`src/rtl/regfile_pkg.sv`:
```
// Shared constants and types for the scoreboarded register file.
// Latency: n/a (declarations only).
// Backpressure: n/a.
package regfile_pkg;

    // Default geometry: 32 registers of 32 bits, matching the single-cycle core.
    localparam int XLEN_DEF = 32;
    localparam int NREG_DEF = 32;

    // Architectural zero register: hardwired to 0, never written, never busy.
    localparam int REG_ZERO = 0;

    // INIT sweeps the array to zero after reset; RUN serves decode/writeback.
    typedef enum logic {
        INIT = 1'b0,
        RUN  = 1'b1
    } rf_state_t;

endpackage

```
`src/rtl/regfile_sb_if.sv`:
```
// Decode/writeback bundle for the register file: read taps, busy taps, alloc and write strobes.
// Latency: read data and busy are combinational; alloc/write take effect at the next clk edge.
// Backpressure: none; traffic is dropped while init_done is low.
interface regfile_sb_if #(
    parameter int XLEN = 32,
    parameter int NREG = 32
);
    localparam int AW = $clog2(NREG);

    logic [AW-1:0]   rs1;
    logic [AW-1:0]   rs2;
    logic [XLEN-1:0] read_data1;
    logic [XLEN-1:0] read_data2;
    logic            busy1;
    logic            busy2;
    logic            alloc_en;
    logic [AW-1:0]   rd_alloc;
    logic            reg_write;
    logic [AW-1:0]   rd;
    logic [XLEN-1:0] write_data;
    logic            init_done;

    // Pipeline side: decode and writeback drive indices, strobes and data.
    modport master (
        output rs1, rs2, alloc_en, rd_alloc, reg_write, rd, write_data,
        input  read_data1, read_data2, busy1, busy2, init_done
    );

    // Register file side.
    modport slave (
        input  rs1, rs2, alloc_en, rd_alloc, reg_write, rd, write_data,
        output read_data1, read_data2, busy1, busy2, init_done
    );

endinterface

```
`src/rtl/regfile_scoreboard.sv`:
```
// Per-register busy bits: set on destination allocation, cleared on writeback, two read taps.
// Latency: set/clear visible one cycle after the strobe; taps are combinational from the stored bits.
// Backpressure: none; strobes are ignored while run is low.
module regfile_scoreboard
    import regfile_pkg::*;
#(
    parameter  int NREG = NREG_DEF,
    localparam int AW   = $clog2(NREG)
) (
    input  logic          clk,
    input  logic          rst,
    input  logic          run,
    input  logic          set_vld,
    input  logic [AW-1:0] set_idx,
    input  logic          clr_vld,
    input  logic [AW-1:0] clr_idx,
    input  logic [AW-1:0] rs1,
    input  logic [AW-1:0] rs2,
    output logic          busy1,
    output logic          busy2
);

    logic [NREG-1:0] busy_q;
    logic [NREG-1:0] busy_d;

    // Apply the release first and the allocation second, so a new producer
    // claiming the register that is retiring this cycle keeps it busy.
    always_comb begin
        busy_d = busy_q;
        if (run) begin
            if (clr_vld && (clr_idx != AW'(REG_ZERO))) begin
                busy_d[clr_idx] = 1'b0;
            end
            if (set_vld && (set_idx != AW'(REG_ZERO))) begin
                busy_d[set_idx] = 1'b1;
            end
        end
        busy_d[REG_ZERO] = 1'b0;
    end

    // Busy state register; reset drops every pending producer at once.
    always_ff @(posedge clk or posedge rst) begin
        if (rst) begin
            busy_q <= '0;
        end else begin
            busy_q <= busy_d;
        end
    end

    assign busy1 = busy_q[rs1];
    assign busy2 = busy_q[rs2];

endmodule

```
`src/rtl/regfile_sb.sv`:
```
// 2R/1W register file with post-reset clear sweep and busy scoreboard; REGFILE_BYPASS_EN adds write-to-read forwarding.
// Latency: reads combinational; writes land at the next clk edge; clear sweep takes NREG cycles after reset.
// Backpressure: none; reg_write/alloc_en are dropped and outputs read 0 until init_done.
module regfile_sb
    import regfile_pkg::*;
#(
    parameter  int XLEN = XLEN_DEF,
    parameter  int NREG = NREG_DEF,
    localparam int AW   = $clog2(NREG)
) (
    input  logic         clk,
    input  logic         rst,
    regfile_sb_if.slave  bus
);

    rf_state_t       state_q;
    rf_state_t       state_d;
    logic [AW-1:0]   clr_idx_q;
    logic [AW-1:0]   clr_idx_d;

    logic [XLEN-1:0] mem_q [NREG];
    logic            mem_we;
    logic [AW-1:0]   mem_idx;
    logic [XLEN-1:0] mem_dat;

    logic            run;
    logic            wr_hit;
    logic            sb_busy1;
    logic            sb_busy2;
    logic [XLEN-1:0] rd_dat1;
    logic [XLEN-1:0] rd_dat2;
    logic            rd_busy1;
    logic            rd_busy2;

    assign run    = (state_q == RUN);
    assign wr_hit = run && bus.reg_write && (bus.rd != AW'(REG_ZERO));

    // Clear sweep: one zero write per cycle through the whole array, then
    // hand the single write port over to writeback.
    always_comb begin
        state_d   = state_q;
        clr_idx_d = clr_idx_q;
        mem_we    = 1'b0;
        mem_idx   = bus.rd;
        mem_dat   = bus.write_data;
        case (state_q)
            INIT: begin
                mem_we    = 1'b1;
                mem_idx   = clr_idx_q;
                mem_dat   = '0;
                clr_idx_d = clr_idx_q + AW'(1);
                if (clr_idx_q == AW'(NREG - 1)) begin
                    state_d = RUN;
                end
            end
            RUN: begin
                mem_we = wr_hit;
            end
            default: begin
                state_d   = INIT;
                clr_idx_d = '0;
            end
        endcase
    end

    // FSM and sweep index; reset restarts the sweep from index 0.
    always_ff @(posedge clk or posedge rst) begin
        if (rst) begin
            state_q   <= INIT;
            clr_idx_q <= '0;
        end else begin
            state_q   <= state_d;
            clr_idx_q <= clr_idx_d;
        end
    end

    // Storage array; no reset, contents are defined by the clear sweep.
    always_ff @(posedge clk) begin
        if (mem_we) begin
            mem_q[mem_idx] <= mem_dat;
        end
    end

    regfile_scoreboard #(
        .NREG (NREG)
    ) u_scoreboard (
        .clk     (clk),
        .rst     (rst),
        .run     (run),
        .set_vld (bus.alloc_en),
        .set_idx (bus.rd_alloc),
        .clr_vld (bus.reg_write),
        .clr_idx (bus.rd),
        .rs1     (bus.rs1),
        .rs2     (bus.rs2),
        .busy1   (sb_busy1),
        .busy2   (sb_busy2)
    );

    // Read port 1: array/scoreboard tap, optional forwarding, then x0 and INIT forced to 0.
    always_comb begin
        rd_dat1  = mem_q[bus.rs1];
        rd_busy1 = sb_busy1;
`ifdef REGFILE_BYPASS_EN
        if (wr_hit && (bus.rs1 == bus.rd)) begin
            rd_dat1  = bus.write_data;
            rd_busy1 = 1'b0;
        end
`endif
        if (!run || (bus.rs1 == AW'(REG_ZERO))) begin
            rd_dat1  = '0;
            rd_busy1 = 1'b0;
        end
    end

    // Read port 2: same structure as port 1.
    always_comb begin
        rd_dat2  = mem_q[bus.rs2];
        rd_busy2 = sb_busy2;
`ifdef REGFILE_BYPASS_EN
        if (wr_hit && (bus.rs2 == bus.rd)) begin
            rd_dat2  = bus.write_data;
            rd_busy2 = 1'b0;
        end
`endif
        if (!run || (bus.rs2 == AW'(REG_ZERO))) begin
            rd_dat2  = '0;
            rd_busy2 = 1'b0;
        end
    end

    assign bus.read_data1 = rd_dat1;
    assign bus.read_data2 = rd_dat2;
    assign bus.busy1      = rd_busy1;
    assign bus.busy2      = rd_busy2;
    assign bus.init_done  = run;

endmodule
```
`src/flat_wrapper.sv`:
```
// flat-port wrapper written by rule: the top's interface ports become plain ports
module regfile_sb_flat import regfile_pkg::*;
#(
    parameter  int XLEN = XLEN_DEF,
    parameter  int NREG = NREG_DEF,
    localparam int AW   = $clog2(NREG)
)
  (clk, rst, bus_rs1, bus_rs2, bus_alloc_en, bus_rd_alloc, bus_reg_write, bus_rd, bus_write_data, bus_read_data1, bus_read_data2, bus_busy1, bus_busy2, bus_init_done);
  regfile_sb_if #(.XLEN(XLEN), .NREG(NREG)) bus_i ();
  input  logic clk;
  input  logic rst;
  input wire logic [$bits(bus_i.rs1)-1:0] bus_rs1;
  input wire logic [$bits(bus_i.rs2)-1:0] bus_rs2;
  input wire logic [$bits(bus_i.alloc_en)-1:0] bus_alloc_en;
  input wire logic [$bits(bus_i.rd_alloc)-1:0] bus_rd_alloc;
  input wire logic [$bits(bus_i.reg_write)-1:0] bus_reg_write;
  input wire logic [$bits(bus_i.rd)-1:0] bus_rd;
  input wire logic [$bits(bus_i.write_data)-1:0] bus_write_data;
  output wire logic [$bits(bus_i.read_data1)-1:0] bus_read_data1;
  output wire logic [$bits(bus_i.read_data2)-1:0] bus_read_data2;
  output wire logic [$bits(bus_i.busy1)-1:0] bus_busy1;
  output wire logic [$bits(bus_i.busy2)-1:0] bus_busy2;
  output wire logic [$bits(bus_i.init_done)-1:0] bus_init_done;
  assign bus_i.rs1 = bus_rs1;
  assign bus_i.rs2 = bus_rs2;
  assign bus_i.alloc_en = bus_alloc_en;
  assign bus_i.rd_alloc = bus_rd_alloc;
  assign bus_i.reg_write = bus_reg_write;
  assign bus_i.rd = bus_rd;
  assign bus_i.write_data = bus_write_data;
  assign bus_read_data1 = bus_i.read_data1;
  assign bus_read_data2 = bus_i.read_data2;
  assign bus_busy1 = bus_i.busy1;
  assign bus_busy2 = bus_i.busy2;
  assign bus_init_done = bus_i.init_done;
  regfile_sb #(.XLEN(XLEN), .NREG(NREG)) u_core (.clk(clk), .rst(rst), .bus(bus_i));
endmodule
```
`config.mk`:
```
export PLATFORM = sky130hd
export DESIGN_NAME = regfile_sb_flat
export DESIGN_NICKNAME = d
export VERILOG_FILES = /design/src/rtl/regfile_pkg.sv /design/src/rtl/regfile_sb_if.sv /design/src/rtl/regfile_scoreboard.sv /design/src/rtl/regfile_sb.sv /design/src/flat_wrapper.sv
export SDC_FILE = /design/constraint.sdc
export NUM_CORES = 1
export LEC_CHECK = 0
export CAP_MARGIN = 20
export CORE_AREA = 2 2 330 267
export CTS_BUF_LIST = sky130_fd_sc_hd__clkbuf_4 sky130_fd_sc_hd__clkbuf_8
export CTS_CLUSTER_DIAMETER = 120
export DETAILED_ROUTE_END_ITERATION = 7
export DIE_AREA = 0 0 332 269
export PLACE_DENSITY = 0.81
export SYNTH_ARGS = -nofsm -noshare
export SYNTH_HDL_FRONTEND = slang
export SYNTH_SLANG_ARGS = --single-unit
```
`constraint.sdc`:
```
create_clock -name clk -period 3 [get_ports clk]
set_input_delay 0.3 -clock clk [delete_from_list [all_inputs] [get_ports clk]]
set_output_delay 0.3 -clock clk [all_outputs]
set_load 0.02 [all_outputs]
```
==> impl_metrics.env <==
export IMPL_die_x_um=332
export IMPL_slew_headroom=0.253
export IMPL_worst_setup_path_end_kind="output port"
export IMPL_synth_adder_area_share=0.000505
export IMPL_synth_most_common_cell="edfxtp_1"
export IMPL_vias_per_cell=7.23
export IMPL_crit_fanout=6
export IMPL_wl_met3_um=16100
export IMPL_rows=97
export IMPL_cts_buffer_depth=3
export IMPL_setup_ws_ns=-0.0530
export IMPL_synth_commonest_cells="edfxtp_1 (1024), mux4_2 (526), mux2i_1 (268)"
export IMPL_synthSimpleGateAreaFrac=0.0157
export IMPL_synth_seq_area_share=0.639
export IMPL_finalHoldViolCount=0
export IMPL_synth_top_area_cell="edfxtp_1"
export IMPL_synth_xor_area_frac=0.000530
export IMPL_wl_met2_um=70200
export IMPL_initial_core_util=0.573
export IMPL_crit_arrival_ns=2.75
export IMPL_portBuffers=122
export IMPL_grt_first_pass_wirelength_um=203000
export IMPL_numCtsBuffers=162
export IMPL_antenna_found_initial=2
export IMPL_power_density_mw_per_mm2=546
export IMPL_wl_um=141000
export IMPL_p_clk_frac=0.377
export IMPL_dp_hpwl_um=82800
export IMPL_tightest_slew_ns=1.12
export IMPL_start_kind="register"
export IMPL_rr_worst_depth=5
export IMPL_synthMuxAreaShare=0.294
export IMPL_synth_seq_cells=1061
export IMPL_whs_ns=0.256
export IMPL_finalCritPeriodShare=1.02
export IMPL_yosys_top_cells_area="edfxtp_1 (62%), mux4_2 (24%), mux2i_1 (5.4%), dfrtp_1 (1.9%), o221ai_1 (1.1%)"
export IMPL_finalMaxSlewViolations=0
export IMPL_synth_avg_cell_area_um2=20.7
export IMPL_seqPwrFrac=0.519
export IMPL_rsz0062_at_grt="true"
export IMPL_instances_no_fill=4019
export IMPL_crit_chain="or4b_4, buf_12, clkbuf_16, o22a_1, o221ai_1, buf_4"
export IMPL_synthToLayoutAreaGrowth_pct=16.8
export IMPL_multi_input_area_mm2=0.0173
export IMPL_cts_root_buf="clkbuf_8"
export IMPL_dp_cells=3719
export IMPL_pre_cts_ws_ns=-0.0935
export IMPL_vdd_ir_drop_worst_uv=445
export IMPL_synth_edff_count=1024
export IMPL_outcome="complete, but fails checks"
export IMPL_period_needed_ns=3.05
export IMPL_yosys_most_used_dff="edfxtp_1"
export IMPL_grt_max_degree=49
export IMPL_p_sw_frac=0.235
export IMPL_p_int_w=0.0242
export IMPL_worstSetupPathType="register to output port"
export IMPL_synth_top_family_by_area="multiplexers"
export IMPL_synth_top_cell_area_share=0.621
export IMPL_setup_viol=7
export IMPL_fill_cells=5326
export IMPL_drtAntennaViolNets=0
export IMPL_skew_ns=0.0322
export IMPL_p_leak_nw=19.2
export IMPL_async_flop_share=0.0349
export IMPL_p_comb_frac=0.104
export IMPL_highest_signal_layer="met4"
export IMPL_ys_types=44
export IMPL_min_delay_path_class="primary input to register"
export IMPL_io_pins=123
export IMPL_max_cap_violations=0
export IMPL_dieArea_mm2=0.0893
export IMPL_seqCellArea_mm2=0.0317
export IMPL_critPathTopFamily="buffers and inverters"
export IMPL_worst_ep_required_time_ns=2.70
export IMPL_tritoncts="done"
export IMPL_layout_nets=2816
export IMPL_grt_pass1_vias=30175
export IMPL_vias=29066
export IMPL_clock_latency_ns=0.82
export IMPL_htree_levels=4
export IMPL_p_sw_w=0.00744
export IMPL_gp_congestion=0.872
export IMPL_crit_slowest_cell="or4b_4"
export IMPL_yosys_warnings=0
export IMPL_syn_nets=2455
export IMPL_drive_gt1_frac=0.411
export IMPL_final_core_utilization=0.670
export IMPL_first_iter_violations=4512
export IMPL_core_area_mm2=0.0864
export IMPL_crit_cells=6
export IMPL_wl_per_cell_um=35.1
export IMPL_max_freq_mhz=328
export IMPL_fin_tns_setup_ns=-0.157
export IMPL_synth_compound_area_frac=0.0310
export IMPL_path_clk_slew_ns=0.06
export IMPL_path_buf_inv=3
export IMPL_die_h_um=269
export IMPL_syn_inst=2397
export IMPL_syn_area_mm2=0.0496
export IMPL_drtPass1Iterations=5
export IMPL_met1_length_um=47600
export IMPL_violations="setup timing"
export IMPL_overflow=0
export IMPL_remaining_drc_errors=0
export IMPL_max_stage_delay_ns=0.54
export IMPL_whs_path_depth=4
export IMPL_cts_sinks=1061
export IMPL_grt_usage=0.319
-- cells in the final DEF, fill, tap and decap left out, types with 52 or more instances in the layout --
cell,netlist,routed
edfxtp_1,1024,1024
mux4_2,526,526
mux2i_1,268,261
buf_4,18,184
clkbuf_8,0,167
buf_12,0,94
o22a_1,65,64
clkbuf_4,0,60
o21ai_0,57,57
o221ai_1,65,52
-- worst register-to-register path, stage by stage (launching register included) --
cell and delay [ns]:
dfrtp_2 0.46, buf_4 0.48, nor2b_1 0.23, a21boi_2 0.86
nor2_4 0.08, buf_12 0.27
-- state kept, by name, summed over array words and instances (netlist names) --
signal / flops
u_core.u_scoreboard.busy_q: 31
u_core.clr_idx_q: 5
u_core.mem_q: 1024
u_core.bus.init_done: 1
-- power groups by stage --
stage	combinational (W)	sequential (W)	clock [W]
after floorplan	0.00192	0.0167	0
after global placement	0.00318	0.0167	0
after detailed placement	0.00324	0.0167	0
after CTS	0.00324	0.0164	0.0120
after global routing	0.00343	0.0164	0.0126
final	0.00328	0.0164	0.0119
-- kinds of logic after synthesis --
kind of cell,after synthesis
AO/OA/AOI/OAI,201
AND/OR/NAND/NOR,145
buffers and inverters,188
adder cells (fa/ha/maj),2
flip-flops,1061
XOR/XNOR,3
multiplexers,797
-- per-layer routing --
metal  global-route usage  vias to the layer above
li1                     -                    11255
met1                0.402                    15153
met2                0.526                     2245
met3               0.0734                      413
met4                0.169                        0
met5                    0                        -
-- worst paths after layout --
path / from / end / slack (ns)
worst max-delay path: u_core.bus.init_done$_DFF_PP0_ / bus_read_data1[3] / -0.05
worst min-delay path: bus_reg_write / u_core.u_scoreboard.busy_q[4]$_DFFE_PP0P_ / 0.26
worst max register to register: u_core.bus.init_done$_DFF_PP0_ / u_core.mem_q[27][18]$_DFFE_PP_ / 0.30
worst min register to register: u_core.clr_idx_q[0]$_DFFE_PP0N_ / u_core.clr_idx_q[0]$_DFFE_PP0N_ / 0.52
max in group asynchronous: rst / u_core.bus.init_done$_DFF_PP0_ / 2.17
min in group asynchronous: rst / u_core.u_scoreboard.busy_q[7]$_DFFE_PP0P_ / 0.46
-- cell type report --
type,instances,share of cell area
Multi-Input combinational cell,1148,0.299
Sequential cell,1061,0.547
Inverter,2,0.000130
Tap cell,1138,0.0246
Clock inverter,58,0.00728
Clock buffer,227,0.0475
Antenna cell,2,0.0000864
Timing Repair Buffer,383,0.0740
-- per-stage QoR --
stage                     cell area (um2)  total power [W]
after floorplan                     49600           0.0186
after global placement              54500           0.0199
after detailed placement            54500           0.0199
after CTS                           57800           0.0317
after global routing                57900           0.0325
final                               57900           0.0316
-- timing repair --
item                                   in CTS  in global routing
pin swaps                                   2                  4
gates resized for setup                   314                 22
hold buffers                                1                  0
endpoints found under the hold margin      37                  0
cloned                                      3                  1
setup endpoints to repair                  66                 36
setup buffers                               6                  1
Power figures use the tool's default switching activity.
